===== src/rtl/and_arb_pkg.sv =====
// Shared types, default sizing and the round-robin search used by the AND-unit arbiter.
package and_arb_pkg;

  typedef enum logic [1:0] {IDLE, EXEC, DONE} state_t;

  localparam int DEF_N     = 4;
  localparam int DEF_WIDTH = 8;
  localparam int MAX_N     = 8;

  typedef struct packed {
    logic       found;
    logic [2:0] id;
  } pick_t;

  // First asserted request at or above ptr, wrapping at n; n never exceeds MAX_N.
  function automatic pick_t rr_pick(input logic [MAX_N-1:0] req, input logic [2:0] ptr,
                                    input int n);
    pick_t p;
    int    idx;
    p = '0;
    for (int i = 0; i < MAX_N; i++) begin
      idx = int'(ptr) + i;
      if (idx >= n) idx = idx - n;
      if ((i < n) && !p.found && req[idx[2:0]]) begin
        p.found = 1'b1;
        p.id    = idx[2:0];
      end
    end
    return p;
  endfunction

endpackage


===== src/rtl/and_unit_arbiter_and_reg_stage.sv =====
// Shared AND-and-register datapath; loads only when enabled.
module and_reg_stage
  import and_arb_pkg::*;
#(
  parameter int WIDTH = DEF_WIDTH
) (
  input  logic             clk,
  input  logic             reset,
  input  logic             en_i,
  input  logic [WIDTH-1:0] operand_a_i,
  input  logic [WIDTH-1:0] operand_b_i,
  output logic [WIDTH-1:0] result_o
);

  logic [WIDTH-1:0] result_q;

  always_ff @(posedge clk) begin
    if (reset) begin
      result_q <= '0;
    end else if (en_i) begin
      result_q <= operand_a_i & operand_b_i;
    end
  end

  assign result_o = result_q;

endmodule


===== src/rtl/and_unit_arbiter.sv =====
// Round-robin arbiter sharing one registered AND stage among N requesters.
// Result is held with its requester ID until the consumer acknowledges it.
module and_unit_arbiter
  import and_arb_pkg::*;
#(
  parameter int N     = DEF_N,
  parameter int WIDTH = DEF_WIDTH,
  parameter int IDW   = $clog2(N)
) (
  input  logic               clk,
  input  logic               reset,
  input  logic [N-1:0]       req_i,
  input  logic [N*WIDTH-1:0] a1_i,
  input  logic [N*WIDTH-1:0] a2_i,
  input  logic               ack_i,
  output logic [N-1:0]       gnt_o,
  output logic               busy_o,
  output logic               done_o,
  output logic [IDW-1:0]     done_id_o,
  output logic [WIDTH-1:0]   result_o
);

  state_t           state_q;
  logic [IDW-1:0]   ptr_q;
  logic [IDW-1:0]   grant_id_q;
  logic [IDW-1:0]   done_id_q;
  logic [N-1:0]     gnt_q;
  logic             busy_q;
  logic             done_q;
  logic [WIDTH-1:0] op_a_q;
  logic [WIDTH-1:0] op_b_q;

  pick_t            pick_d;
  logic [IDW-1:0]   pick_id_d;
  logic [WIDTH-1:0] sel_a_d;
  logic [WIDTH-1:0] sel_b_d;
  logic             exec_en;

  always_comb begin
    pick_d    = rr_pick(MAX_N'(req_i), 3'(ptr_q), N);
    pick_id_d = IDW'(pick_d.id);
    sel_a_d   = '0;
    sel_b_d   = '0;
    for (int i = 0; i < N; i++) begin
      if (pick_id_d == IDW'(i)) begin
        sel_a_d = a1_i[i*WIDTH +: WIDTH];
        sel_b_d = a2_i[i*WIDTH +: WIDTH];
      end
    end
  end

  always_ff @(posedge clk) begin
    if (reset) begin
      state_q    <= IDLE;
      ptr_q      <= '0;
      grant_id_q <= '0;
      done_id_q  <= '0;
      gnt_q      <= '0;
      busy_q     <= 1'b0;
      done_q     <= 1'b0;
      op_a_q     <= '0;
      op_b_q     <= '0;
    end else begin
      gnt_q <= '0;
      case (state_q)
        IDLE: begin
          if (pick_d.found) begin
            gnt_q[pick_id_d] <= 1'b1;
            grant_id_q       <= pick_id_d;
            op_a_q           <= sel_a_d;
            op_b_q           <= sel_b_d;
            busy_q           <= 1'b1;
            state_q          <= EXEC;
          end
        end
        EXEC: begin
          done_q    <= 1'b1;
          done_id_q <= grant_id_q;
          state_q   <= DONE;
        end
        DONE: begin
          // The pointer only moves once the result has actually been consumed.
          if (ack_i) begin
            done_q  <= 1'b0;
            busy_q  <= 1'b0;
            ptr_q   <= (grant_id_q == IDW'(N-1)) ? '0 : grant_id_q + 1'b1;
            state_q <= IDLE;
          end
        end
        default: state_q <= IDLE;
      endcase
    end
  end

  assign exec_en = (state_q == EXEC);

  and_reg_stage #(.WIDTH(WIDTH)) u_and_reg_stage (
    .clk         (clk),
    .reset       (reset),
    .en_i        (exec_en),
    .operand_a_i (op_a_q),
    .operand_b_i (op_b_q),
    .result_o    (result_o)
  );

  assign gnt_o     = gnt_q;
  assign busy_o    = busy_q;
  assign done_o    = done_q;
  assign done_id_o = done_id_q;

endmodule


===== config.mk =====
export PLATFORM = sky130hd
export DESIGN_NAME = and_unit_arbiter
export DESIGN_NICKNAME = d
export VERILOG_FILES = /design/src/rtl/and_arb_pkg.sv /design/src/rtl/and_unit_arbiter_and_reg_stage.sv /design/src/rtl/and_unit_arbiter.sv
export SDC_FILE = /design/constraint.sdc
export NUM_CORES = 1
export LEC_CHECK = 0
export BUFFER_PORTS_ARGS = -buffer_cell sky130_fd_sc_hd__buf_2
export CAP_MARGIN = 40
export CORE_ASPECT_RATIO = 0.7
export CORE_UTILIZATION = 30
export CTS_CLUSTER_SIZE = 16
export DETAILED_ROUTE_END_ITERATION = 8
export GPL_ROUTABILITY_DRIVEN = 0
export SLEW_MARGIN = 0
export SYNTH_ARGS = -nofsm -noshare
export SYNTH_HDL_FRONTEND = slang
export SYNTH_SLANG_ARGS = --single-unit

===== constraint.sdc =====
create_clock -name clk -period 2.1 [get_ports clk]
set_clock_uncertainty 0.2 [all_clocks]
set_input_delay 0.21 -clock clk [delete_from_list [all_inputs] [get_ports clk]]
set_output_delay 0.21 -clock clk [all_outputs]
set_load 0.02 [all_outputs]

==> impl_metrics.yaml <==
synthesis:
  synthSimpleGateAreaFrac_pct: 23.9
  syn-cell-area_sq_um: 1920
  synth.area.mux_share_pct: 8.87
  syn_nets: 299
  synth_compound_area_share_pct: 22.1
  synth_seq_area_share_pct: 39.7
  ys_ff_latch: 38
  ys_types: 40
  yosys.area_share.xor_xnor_pct: 0
  synth_top_family_by_area: "simple AND/OR/NAND/NOR gates"
  avgSynthCellArea_sq_um: 8.45
  synth_adder_area_share_pct: 0.652
  synthCells: 227
  yosysWarnings: 0
critical_path:
  rr_startpoint: "ptr_q[1]"
  worstPathArrival_ns: 1.91
  critical_path_required_ns: 2.05
  cp_slowest_cell: "dfxtp_1"
  critPathKind: "flip-flop to flip-flop"
  cp_max_fo: 31
  r2r_cells: 6
  start_kind: "flip-flop"
  crit_chain: "nand2_1 > a211o_1 > buf_4 > and3_1 > o21ai_0 > o211ai_1"
  rrSetupSlack_ns: 0.14
  worstSetupEndpointType: "flip-flop"
  slowest_delay_ns: 0.40
  reg2reg_to: "op_a_q[5]"
clock_network:
  clk_latency_ns: 0.29
  cts_buffer_depth: 2
  clk_pin_slew_worst_paths_ns: 0.08
  cts_buffers: 5
  cts_root_buffer: "clkbuf_8"
  cts_tree: "built"
  cts_htree_levels: 2
  cts_sinks: 38
grt:
  grt_pass1_wl_mm: 8.67
  grt_usage_pct: 16.9
  overflow: 0
  grt_pass1_vias: 1710
  grt_max_degree: 32
  antenna_found_initial: 0
min_path:
  worstHoldEndpoint: "op_b_q[2]"
  min_path_type: "primary input to flip-flop"
  hold_depth: 3
  worstHoldStart: "a2_i[10]"
sta:
  worst_pin_slew_ns: 0.467
  layout_setup_ws_ns: 0.143
  max_freq_mhz: 511
  hold_viol_final: 0
  setup_viol: 0
  relSlewSlack_pct: 68.6
  slew_viol_final: 0
  post-route-period-util_pct: 93.2
  setup_tns_ns: 0
  period_needed_ns: 1.96
  rsz0062_at_grt: "false"
  fin_hold_ws_ns: 0.0172
routing:
  routed_wl_mm: 5.47
  drc: 0
  vias: 1882
  vias_per_cell: 4.86
  post_drt_wl_per_cell_um: 14.1
  detail-route-antenna-nets: 0
  drtIter0Drc: 148
  drt-pass1-iter-count: 4
die:
  core_sq_um: 5930
  initial_core_util_pct: 32.4
  rows: 23
  die_x_um: 97.6
  dieArea_sq_um: 6720
  io_pins: 87
  die_h_um: 68.9
placed_design:
  dp_hpwl_mm: 4.31
  place_ws_ns: -0.160
  numPortBuffers: 86
pwr:
  power.leakage_nw: 1.18
  powerDensity_nw_per_um2: 753
  peakVddDrop_v: 0.000343
run:
  drv_cap: 0
final_layout:
  nets: 383
  antenna_cells: 0
  area_growth_pct: 34.7
  nFillCells: 634
  drive_above_1_share_pct: 35.6
outcome:
  outcome: "finished clean"
==> how the worst max path moves through the flow <==
stage,cells past startpoint,to,start
detailed placement,4,op_a_q[5],state_q[1]
finish,6,op_a_q[5],ptr_q[1]
global placement,4,op_a_q[5],state_q[1]
floorplan,5,op_a_q[5],state_q[1]
global route,6,op_b_q[0],ptr_q[0]
CTS,4,op_a_q[5],state_q[1]
==> repair_timing <==
item / CTS / global route
pin swaps: 0 / 1
gates cloned: 0 / 0
resized for setup: 1 / 1
hold buffers: 0 / 0
endpoints found under the setup margin: 11 / 4
buffers inserted: 0 / 3
==> metal layers <==
metal / routed length [um] / track usage, %
met5: 0 / 0
met4: 44 / 4.96
met3: 412 / 4.03
met2: 2000 / 22.5
met1: 3020 / 26.1
==> cells in the mapped netlist, drive strengths merged <==
| cell | instances | share of area (%) |
|---|---|---|
| a211o | 1 | 0.46 |
| a21boi | 15 | 5.9 |
| a21oi | 15 | 3.9 |
| a32oi | 1 | 0.46 |
| and2 | 1 | 0.33 |
| and2b | 2 | 0.85 |
| and3 | 15 | 4.9 |
| buf | 7 | 2.3 |
| clkbuf | 10 | 2.0 |
| dfxtp | 38 | 40 |
| ha | 1 | 0.65 |
| inv | 2 | 0.39 |
| mux2i | 17 | 8.9 |
| nand2 | 32 | 6.7 |
| nand2b | 1 | 0.33 |
| nand3 | 8 | 2.1 |
| nand3b | 1 | 0.39 |
| nor2 | 9 | 1.8 |
| nor2b | 5 | 1.6 |
| nor3 | 5 | 1.6 |
| nor4 | 2 | 0.98 |
| nor4b | 1 | 0.78 |
| o211ai | 15 | 6.1 |
| o21ai | 17 | 4.4 |
| o21bai | 1 | 0.39 |
| o32ai | 1 | 0.46 |
| or2 | 1 | 0.33 |
| or3 | 1 | 0.33 |
| or3b | 1 | 0.46 |
| or4 | 1 | 0.59 |
==> stage by stage <==
stage / total power, mW / std cells / util, % / cell area, sq um
2_1_floorplan: 1.05 / 227 / - / 1920
3_3_place_gp: 1.18 / 376 / 40.6 / 2410
3_5_place_dp: 1.19 / 376 / 40.6 / 2410
4_1_cts: 1.95 / 384 / 43.1 / 2560
5_1_grt: 2.04 / 387 / 43.6 / 2580
6_report: 1.95 / 387 / 43.6 / 2580
==> cells by family (layout without fill, tap and decap cells) <==
group                    Yosys count  after routing
AND/OR/NAND/NOR                   86             86
AO/OA/AOI/OAI                     66             66
flip-flops                        38             38
buffers and inverters             19            104
multiplexers                      17             17
adder cells (fa/ha/maj)            1              1
==> cells in the final DEF, fill, tap and decap left out, types with 2 or more instances in the layout <==
master,synthesis,final
buf_2,3,86
dfxtp_1,38,38
nand2_1,31,31
mux2i_1,17,16
and3_1,15,15
a21boi_0,15,15
a21oi_1,15,15
o211ai_1,14,14
nor2_1,9,9
o21ai_1,9,9
o21ai_0,8,8
nand3_1,8,8
buf_4,2,7
clkbuf_8,0,6
nor2b_1,5,5
nor3_1,4,4
inv_1,2,2
bufinv_16,0,2
==> state kept, by name (all words and copies together), names as in the netlist <==
name and flops:
u_and_reg_stage.result_o 8, done_id_o 2, ptr_q 2, op_b_q 8
op_a_q 8, busy_o 1, done_o 1, gnt_o 4
state_q 2, grant_id_q 2
==> final cells by class <==
class	instances	area (sq um)	area share (%)
clock buffers	6	82.6	3.20
clock inverters	2	60.1	2.32
inverters	2	7.51	0.291
multi-input cells	170	1080	41.6
flip-flops and latches	38	761	29.4
well taps	75	93.8	3.63
repair buffers	94	503	19.5
==> where the power goes <==
group | switching [mW] | internal [mW]
clock network | 0.259 | 0.507
registers | 0.0339 | 0.782
logic | 0.198 | 0.167
==> critical path, delay by kind of cell, from the launching register on <==
family	cells	cell delay, ns
AO/OA/AOI/OAI	3	0.76
flip-flops	1	0.40
AND/OR/NAND/NOR	2	0.26
buffers and inverters	1	0.21
Note: power is estimated with default switching activity, not from simulation.
